===== config.mk =====
export PLATFORM = sky130hd
export DESIGN_NAME = systolic_load_sequencer
export DESIGN_NICKNAME = d
export VERILOG_FILES = /design/src/rtl/systolic_load_sequencer.sv
export SDC_FILE = /design/constraint.sdc
export NUM_CORES = 1
export LEC_CHECK = 0
export BUFFER_PORTS_ARGS = -buffer_cell sky130_fd_sc_hd__buf_2
export CORE_ASPECT_RATIO = 0.6
export CORE_MARGIN = 5
export CORE_UTILIZATION = 43
export DETAILED_ROUTE_END_ITERATION = 10
export MAX_ROUTING_LAYER = met4
export PLACE_DENSITY_LB_ADDON = 0.3
export SYNTH_ARGS = -nofsm -noshare
export SYNTH_HDL_FRONTEND = slang
export SYNTH_SLANG_ARGS = --single-unit
export TNS_END_PERCENT = 50

===== constraint.sdc =====
create_clock -name clk_in -period 2.65 [get_ports clk_in]
set_clock_uncertainty 0.15 [all_clocks]
set_input_delay 0.795 -clock clk_in [delete_from_list [all_inputs] [get_ports clk_in]]
set_output_delay 0.795 -clock clk_in [all_outputs]
set_load 0.02 [all_outputs]

===== src/rtl/systolic_load_sequencer.sv =====
// Load/run sequencer for the systolic core: steers UART bytes into the A then B operand
// buffers, fires the core, waits for completion and reports busy/done/error.
module systolic_load_sequencer #(
  parameter int A_BYTES     = 36,
  parameter int B_BYTES     = 36,
  parameter int GAP_TIMEOUT = 4000,
  parameter int OPCODE_W    = 4
) (
  input  logic                clk_in,
  input  logic                rst_n_in,
  input  logic                start_in,
  input  logic [OPCODE_W-1:0] opcode_in,
  input  logic                rx_valid_in,
  input  logic [7:0]          rx_data_in,
  input  logic                rx_err_in,
  input  logic                core_done_in,
  output logic                buf_we_out,
  output logic                buf_sel_out,
  output logic [5:0]          buf_addr_out,
  output logic [7:0]          buf_data_out,
  output logic                core_start_out,
  output logic [OPCODE_W-1:0] core_opcode_out,
  output logic                busy_out,
  output logic                done_out,
  output logic                error_out
);

  localparam int CNT_W = 7;
  localparam int GAP_W = $clog2(GAP_TIMEOUT + 1);
  localparam logic [CNT_W-1:0] A_LAST = CNT_W'(A_BYTES - 1);
  localparam logic [CNT_W-1:0] B_LAST = CNT_W'(B_BYTES - 1);
  localparam logic [GAP_W-1:0] GAP_LIMIT = GAP_W'(GAP_TIMEOUT);

  typedef enum logic [2:0] {
    S_IDLE,
    S_LOAD_A,
    S_LOAD_B,
    S_RUN,
    S_WAIT,
    S_DONE,
    S_ERROR
  } state_t;

  state_t              state_q, state_d;
  logic [OPCODE_W-1:0] opcode_q, opcode_d;
  logic [CNT_W-1:0]    cnt_q, cnt_d;
  logic [GAP_W-1:0]    gap_q, gap_d;
  logic                buf_we_q, buf_we_d;
  logic                buf_sel_q, buf_sel_d;
  logic [5:0]          buf_addr_q, buf_addr_d;
  logic [7:0]          buf_data_q, buf_data_d;
  logic                core_start_q, core_start_d;

  always_ff @(posedge clk_in or negedge rst_n_in) begin
    if (!rst_n_in) begin
      state_q      <= S_IDLE;
      opcode_q     <= '0;
      cnt_q        <= '0;
      gap_q        <= '0;
      buf_we_q     <= 1'b0;
      buf_sel_q    <= 1'b0;
      buf_addr_q   <= '0;
      buf_data_q   <= '0;
      core_start_q <= 1'b0;
    end else begin
      state_q      <= state_d;
      opcode_q     <= opcode_d;
      cnt_q        <= cnt_d;
      gap_q        <= gap_d;
      buf_we_q     <= buf_we_d;
      buf_sel_q    <= buf_sel_d;
      buf_addr_q   <= buf_addr_d;
      buf_data_q   <= buf_data_d;
      core_start_q <= core_start_d;
    end
  end

  always_comb begin
    state_d      = state_q;
    opcode_d     = opcode_q;
    cnt_d        = cnt_q;
    gap_d        = gap_q;
    buf_we_d     = 1'b0;
    buf_sel_d    = buf_sel_q;
    buf_addr_d   = buf_addr_q;
    buf_data_d   = buf_data_q;
    core_start_d = 1'b0;

    case (state_q)
      S_IDLE, S_DONE, S_ERROR: begin
        if (start_in) begin
          state_d  = S_LOAD_A;
          opcode_d = opcode_in;
          cnt_d    = '0;
          gap_d    = '0;
        end
      end
      S_LOAD_A, S_LOAD_B: begin
        // A framing error beats a byte arriving in the same cycle.
        if (rx_err_in) begin
          state_d = S_ERROR;
        end else if (rx_valid_in) begin
          buf_we_d   = 1'b1;
          buf_sel_d  = (state_q == S_LOAD_B);
          buf_addr_d = cnt_q[5:0];
          buf_data_d = rx_data_in;
          gap_d      = '0;
          if (state_q == S_LOAD_A && cnt_q == A_LAST) begin
            state_d = S_LOAD_B;
            cnt_d   = '0;
          end else if (state_q == S_LOAD_B && cnt_q == B_LAST) begin
            state_d = S_RUN;
            cnt_d   = '0;
          end else begin
            cnt_d = cnt_q + 1'b1;
          end
        end else begin
          gap_d = gap_q + 1'b1;
          if (gap_d == GAP_LIMIT) begin
            state_d = S_ERROR;
          end
        end
      end
      S_RUN: begin
        core_start_d = 1'b1;
        state_d      = S_WAIT;
      end
      S_WAIT: begin
        // The cycle carrying the start pulse still sees the previous run's done level.
        if (core_done_in && !core_start_q) begin
          state_d = S_DONE;
        end
      end
      default: state_d = S_IDLE;
    endcase
  end

  assign buf_we_out      = buf_we_q;
  assign buf_sel_out     = buf_sel_q;
  assign buf_addr_out    = buf_addr_q;
  assign buf_data_out    = buf_data_q;
  assign core_start_out  = core_start_q;
  assign core_opcode_out = opcode_q;
  assign busy_out        = (state_q == S_LOAD_A) || (state_q == S_LOAD_B) ||
                           (state_q == S_RUN)    || (state_q == S_WAIT);
  assign done_out        = (state_q == S_DONE);
  assign error_out       = (state_q == S_ERROR);

endmodule


* Word-level counts from Yosys, hierarchy flattened *
Index checks and enable logic that the tools add are counted.

cells by class
  shifts and indexed selects = 0
  $mul = 0
  divide/modulo/power cells = 0
  eq/ne operators = 14
  add/subtract/negate cells = 2
  bitwise operators = 1
  reduce and logical (&&, ||, !) cells = 16
  $lt $le $gt $ge = 0
  mux-type cells = 22

operators with widths
  operator               number
  $mux 12                3
  $mux 7                 5
  $pmux 12 s2            1
  $mux 3                 7
  $pmux 7 s2             1
  $add 12x1->12 const B  1
  $eq 12x12->1 const B   1
  $pmux 3 s4             1
  $eq 3x3->1 const B     3
  $ne 2x2->1 const B     4
  $reduce_and 4->1       2
  $add 7x1->7 const B    1
  $eq 7x6->1 const B     1
  $eq 3x2->1 const B     2
  $reduce_and 3->1       2
  $ne 5x5->1 const B     1
  $mux 1                 4
  $ne 4x4->1 const B     1
  $eq 3x1->1 const B     1
  $logic_and 1x1->1      3
  $logic_not 3->1        1
  $logic_or 1x1->1       3
  $reduce_or 3->1        1
  $reduce_and 2->1       1
  other kinds (4)        4

word-level totals
  output and inout bits = 24
  word-level logic and storage cells = 64
  bits in latches = 0
  memory bits (read-only) = 0
  flip-flop bits (word level) = 43
  memories kept = 0
  RAM bits = 0
  input bits = 18

* Longest topological paths before layout *
  word-level depth = 7
  gate-level depth with buffers = 7
  gate-level depth less buffers = 6

* Worst setup path before layout *
No wires, ideal clock.

  path type = register to output
  start point = reg state_q[1]
  end point = out error_out
  setup slack = 0.450 ns
  stages on the path, launching flop included = 4
  arrival time = 1.255 ns
  path buffers = 2
  required time = 1.705 ns
  path through = dfrtp_1 -> buf_4 -> clkbuf_1 -> nor3b_1

between the ends
  longest elaborated chain between the ends = 1

RTL lines
  item                    line  source
  from (decl)             44    state_t state_q, state_d;
  from (signal assigned)  66    state_q <= state_d;
  $eq 3x3->1              147   assign error_out = (state_q == S_ERROR);
  to (decl)               25    output logic error_out

No other way between the ends.

* Worst setup path in the final report *
Ends and elaborated chain as after synthesis.

==> flow_metrics.tcl <==
set metrics [dict create \
    io_buffer_count 41 \
    biggest_fanout_along_the_worst_timing_path 18 \
    drc 0 \
    cts_tree "built" \
    timing.rr.start "state_q[1]" \
    timing.hold.worst.class "in2async" \
    timing.final.max_slew_violations 0 \
    ratio_of_final_minimum_period_to_clock_period_pct 93.69 \
    layout.nets 286 \
    floorplan.io_pins 42 \
    slew_headroom_pct 59.35 \
    critical_path_arrival_ns 1.54 \
    drive_above_1_share_pct 31.20 \
    path_class "reg2out" \
    route.detailed.wl_per_inst_um 15.48 \
    hold_viol 0 \
    grt_pass1_wl_mm 8.528 \
    place_ws_ns 0.3193 \
    syn_area_um2 2216 \
    ctsRootBufferMaster "clkbuf_8" \
    synth_top_family_by_area "simple AND/OR/NAND/NOR gates" \
    synth_ff_type "dfrtp_1" \
    grt.total_usage_pct 16.87 \
    synth_mux_area_share_pct 9.147 \
    worst_r2r_endpoint "cnt_q[4]" \
    maxClockFrequency_mhz 402.8 \
    first_iter_violations 101 \
    power_per_cell_area_nw_per_um2 1009 \
    die_w_um 102.7 \
    ff_latch_area_um2 1076 \
    setup.worst_path.start_class "flop" \
    area.growth.synth_to_final_pct 18.86 \
    dieHeight_um 65.61 \
    initial_utilization_pct 44.05 \
    synthAdderAreaFrac_pct 2.146 \
    synthesis.nets 241 \
    synth_compound_gate_area_share_pct 16.49 \
    antenna_found_initial 0 \
    clock_latency_ns 0.30 \
    post_synthesis_cells 220 \
    numPlacedInstances 324 \
    yosysSeqAreaShare_pct 48.56 \
    synth.ff_latch_count 43 \
    grt_start_max_net_pins 24 \
    cell_count_final_fillers_out 332 \
    dp.final_hpwl_mm 3.772 \
    cap_violations 0 \
    gp_congestion 0.8382 \
    r2r.worst_path.cells 5 \
    synth-async-reset-ratio_pct 100.0 \
    timing.critical_path.required_ns 1.71 \
    vias_per_cell 5.470 \
    clock_edge_transition_at_the_registers_on_the_reported_setup_and_hold_paths_ns 0.09 \
    setup_slack_ns 0.1671 \
    multi_input_area_um2 1084 \
    vias 1816 \
    synth-edff-count 0 \
    run_status "completed" \
    p_leak_nw 1.191 \
    synth_area_per_cell_um2 10.07 \
    synthXorXnorAreaFrac_pct 2.767 \
    fp.coreArea_um2 5030 \
    detail_route.first_pass.iterations 4 \
    tritoncts_buffer_count 5 \
    drt.antenna.violating_nets 0 \
    std_cell_rows 20 \
    first_global_vias 1707 \
    worst-slew-pin-transition_ns 0.6098 \
    ctsHtreeMaxLevel 2 \
    globalRoute.totalOverflow 0 \
    cts_sink_count 43 \
    fin_setup_tns_ns 0 \
    netlist-cell-type-count 50 \
    worst-r2r-setup-slack_ns 0.43 \
    power.ir.vdd_worst_v 0.0006175 \
    totalWireLength_mm 5.139 \
    critPathCaptureType "primary output" \
    design.die.area_um2 6736 \
    yosys.area_share.simple_pct 18.13 \
    diodes 0 \
    fillerInstances 457 \
    yosys_warning_total 0 \
    report.final.setup_viol 0 \
    post-route-min-period_ns 2.483 \
    rsz_0062_raised_after_global_routing "false" \
    cts_max_path_buffers 2 \
]
area by class of cell:
type | count | share of cell area, %
sequential | 43 | 40.85
timing repair buffer | 47 | 9.976
inverter | 3 | 0.4276
multi-input combinational | 165 | 41.14
clock buffer | 6 | 3.135
tap | 66 | 3.135
clock inverter | 2 | 1.330
metal layers:
layer  vias to the layer above  track usage [%]  part of all wire (%)
li1                        886                -                     -
met1                       859            25.96                    49
met2                        69            21.95                    42
met3                         2            3.712                   8.5
met4                         0            4.419                  0.70
met5                         -                -                     0
report_power, final:
part	internal [W]	switching [W]
registers	0.000831	0.000186
logic	0.000457	0.000644
clock network	0.000305	0.000234
total	0.00159	0.00106
sequential cells by signal, indices dropped and copies added, names as in the netlist:
name,flops
gap_q,12
buf_data_out,8
cnt_q,7
buf_addr_out,6
core_opcode_out,4
state_q,3
buf_sel_out,1
buf_we_out,1
core_start_out,1
synthesized netlist by cell type (3+ instances only):
master / count / area share (%)
xnor2_1: 4 / 1.6
buf_2: 3 / 0.68
clkbuf_1: 3 / 0.51
dfrtp_1: 43 / 49
nor3_1: 4 / 0.90
xor2_1: 3 / 1.2
inv_1: 3 / 0.51
mux2_2: 18 / 9.1
nand2_1: 21 / 3.6
nand2b_1: 3 / 0.85
ha_1: 3 / 1.7
nand3_1: 10 / 2.3
o21ai_0: 27 / 6.1
nor3b_1: 3 / 1.0
o41ai_1: 3 / 1.2
a22o_1: 3 / 1.2
nor2_1: 22 / 3.7
a21oi_1: 6 / 1.4
layout by cell type (no fill, tap or decap), types with 3 or more instances in the layout:
master and instances:
a21oi_1 6, a22o_1 3, buf_2 41, buf_4 5
clkbuf_8 6, dfrtp_1 43, ha_1 3, inv_1 3
mux2_2 18, nand2_1 21, nand2b_1 3, nand3_1 10
nor2_1 22, nor3_1 3, nor3b_1 3, o21ai_0 27
o41ai_1 3, xnor2_1 4, xor2_1 3
critical path, cell delays in order (launching register included):
cell and delay, ns:
dfrtp_1 0.74, nor3b_1 0.29, buf_2 0.21
cell families after synthesis:
family / after synthesis
adders and majority gates: 4
buffers and inverters: 12
xor gates and xnor gates: 7
and+or+nand+nor: 80
DFF: 43
muxes: 18
AOI/OAI and AO/OA: 56
repair_timing:
action                     CTS  global route
setup endpoints to repair    0             1
setup buffers                0             0
hold buffers                 0             0
resized for setup            0             1
metrics by stage:
step                power [W]  util [%]  instance area [um2]  hold WS (ns)
floorplan            0.001745         -                 2216        0.3060
global placement     0.002092     49.93                 2511        0.3252
detailed placement   0.002120     49.93                 2511        0.3384
CTS                  0.002668     52.26                 2629        0.3099
global route         0.002828     52.36                 2634        0.3339
finish               0.002657     52.36                 2634        0.2957
how the worst max path moves through the flow:
stage / from / end / cells past startpoint
after global placement: rx_valid_in / cnt_q[5] / 5
after CTS: state_q[1] / busy_out / 3
after floorplan: state_q[1] / error_out / 3
final: state_q[1] / error_out / 2
after global routing: state_q[2] / error_out / 3
after detailed placement: rx_valid_in / cnt_q[5] / 5
Note: power is estimated with default switching activity, not from simulation.
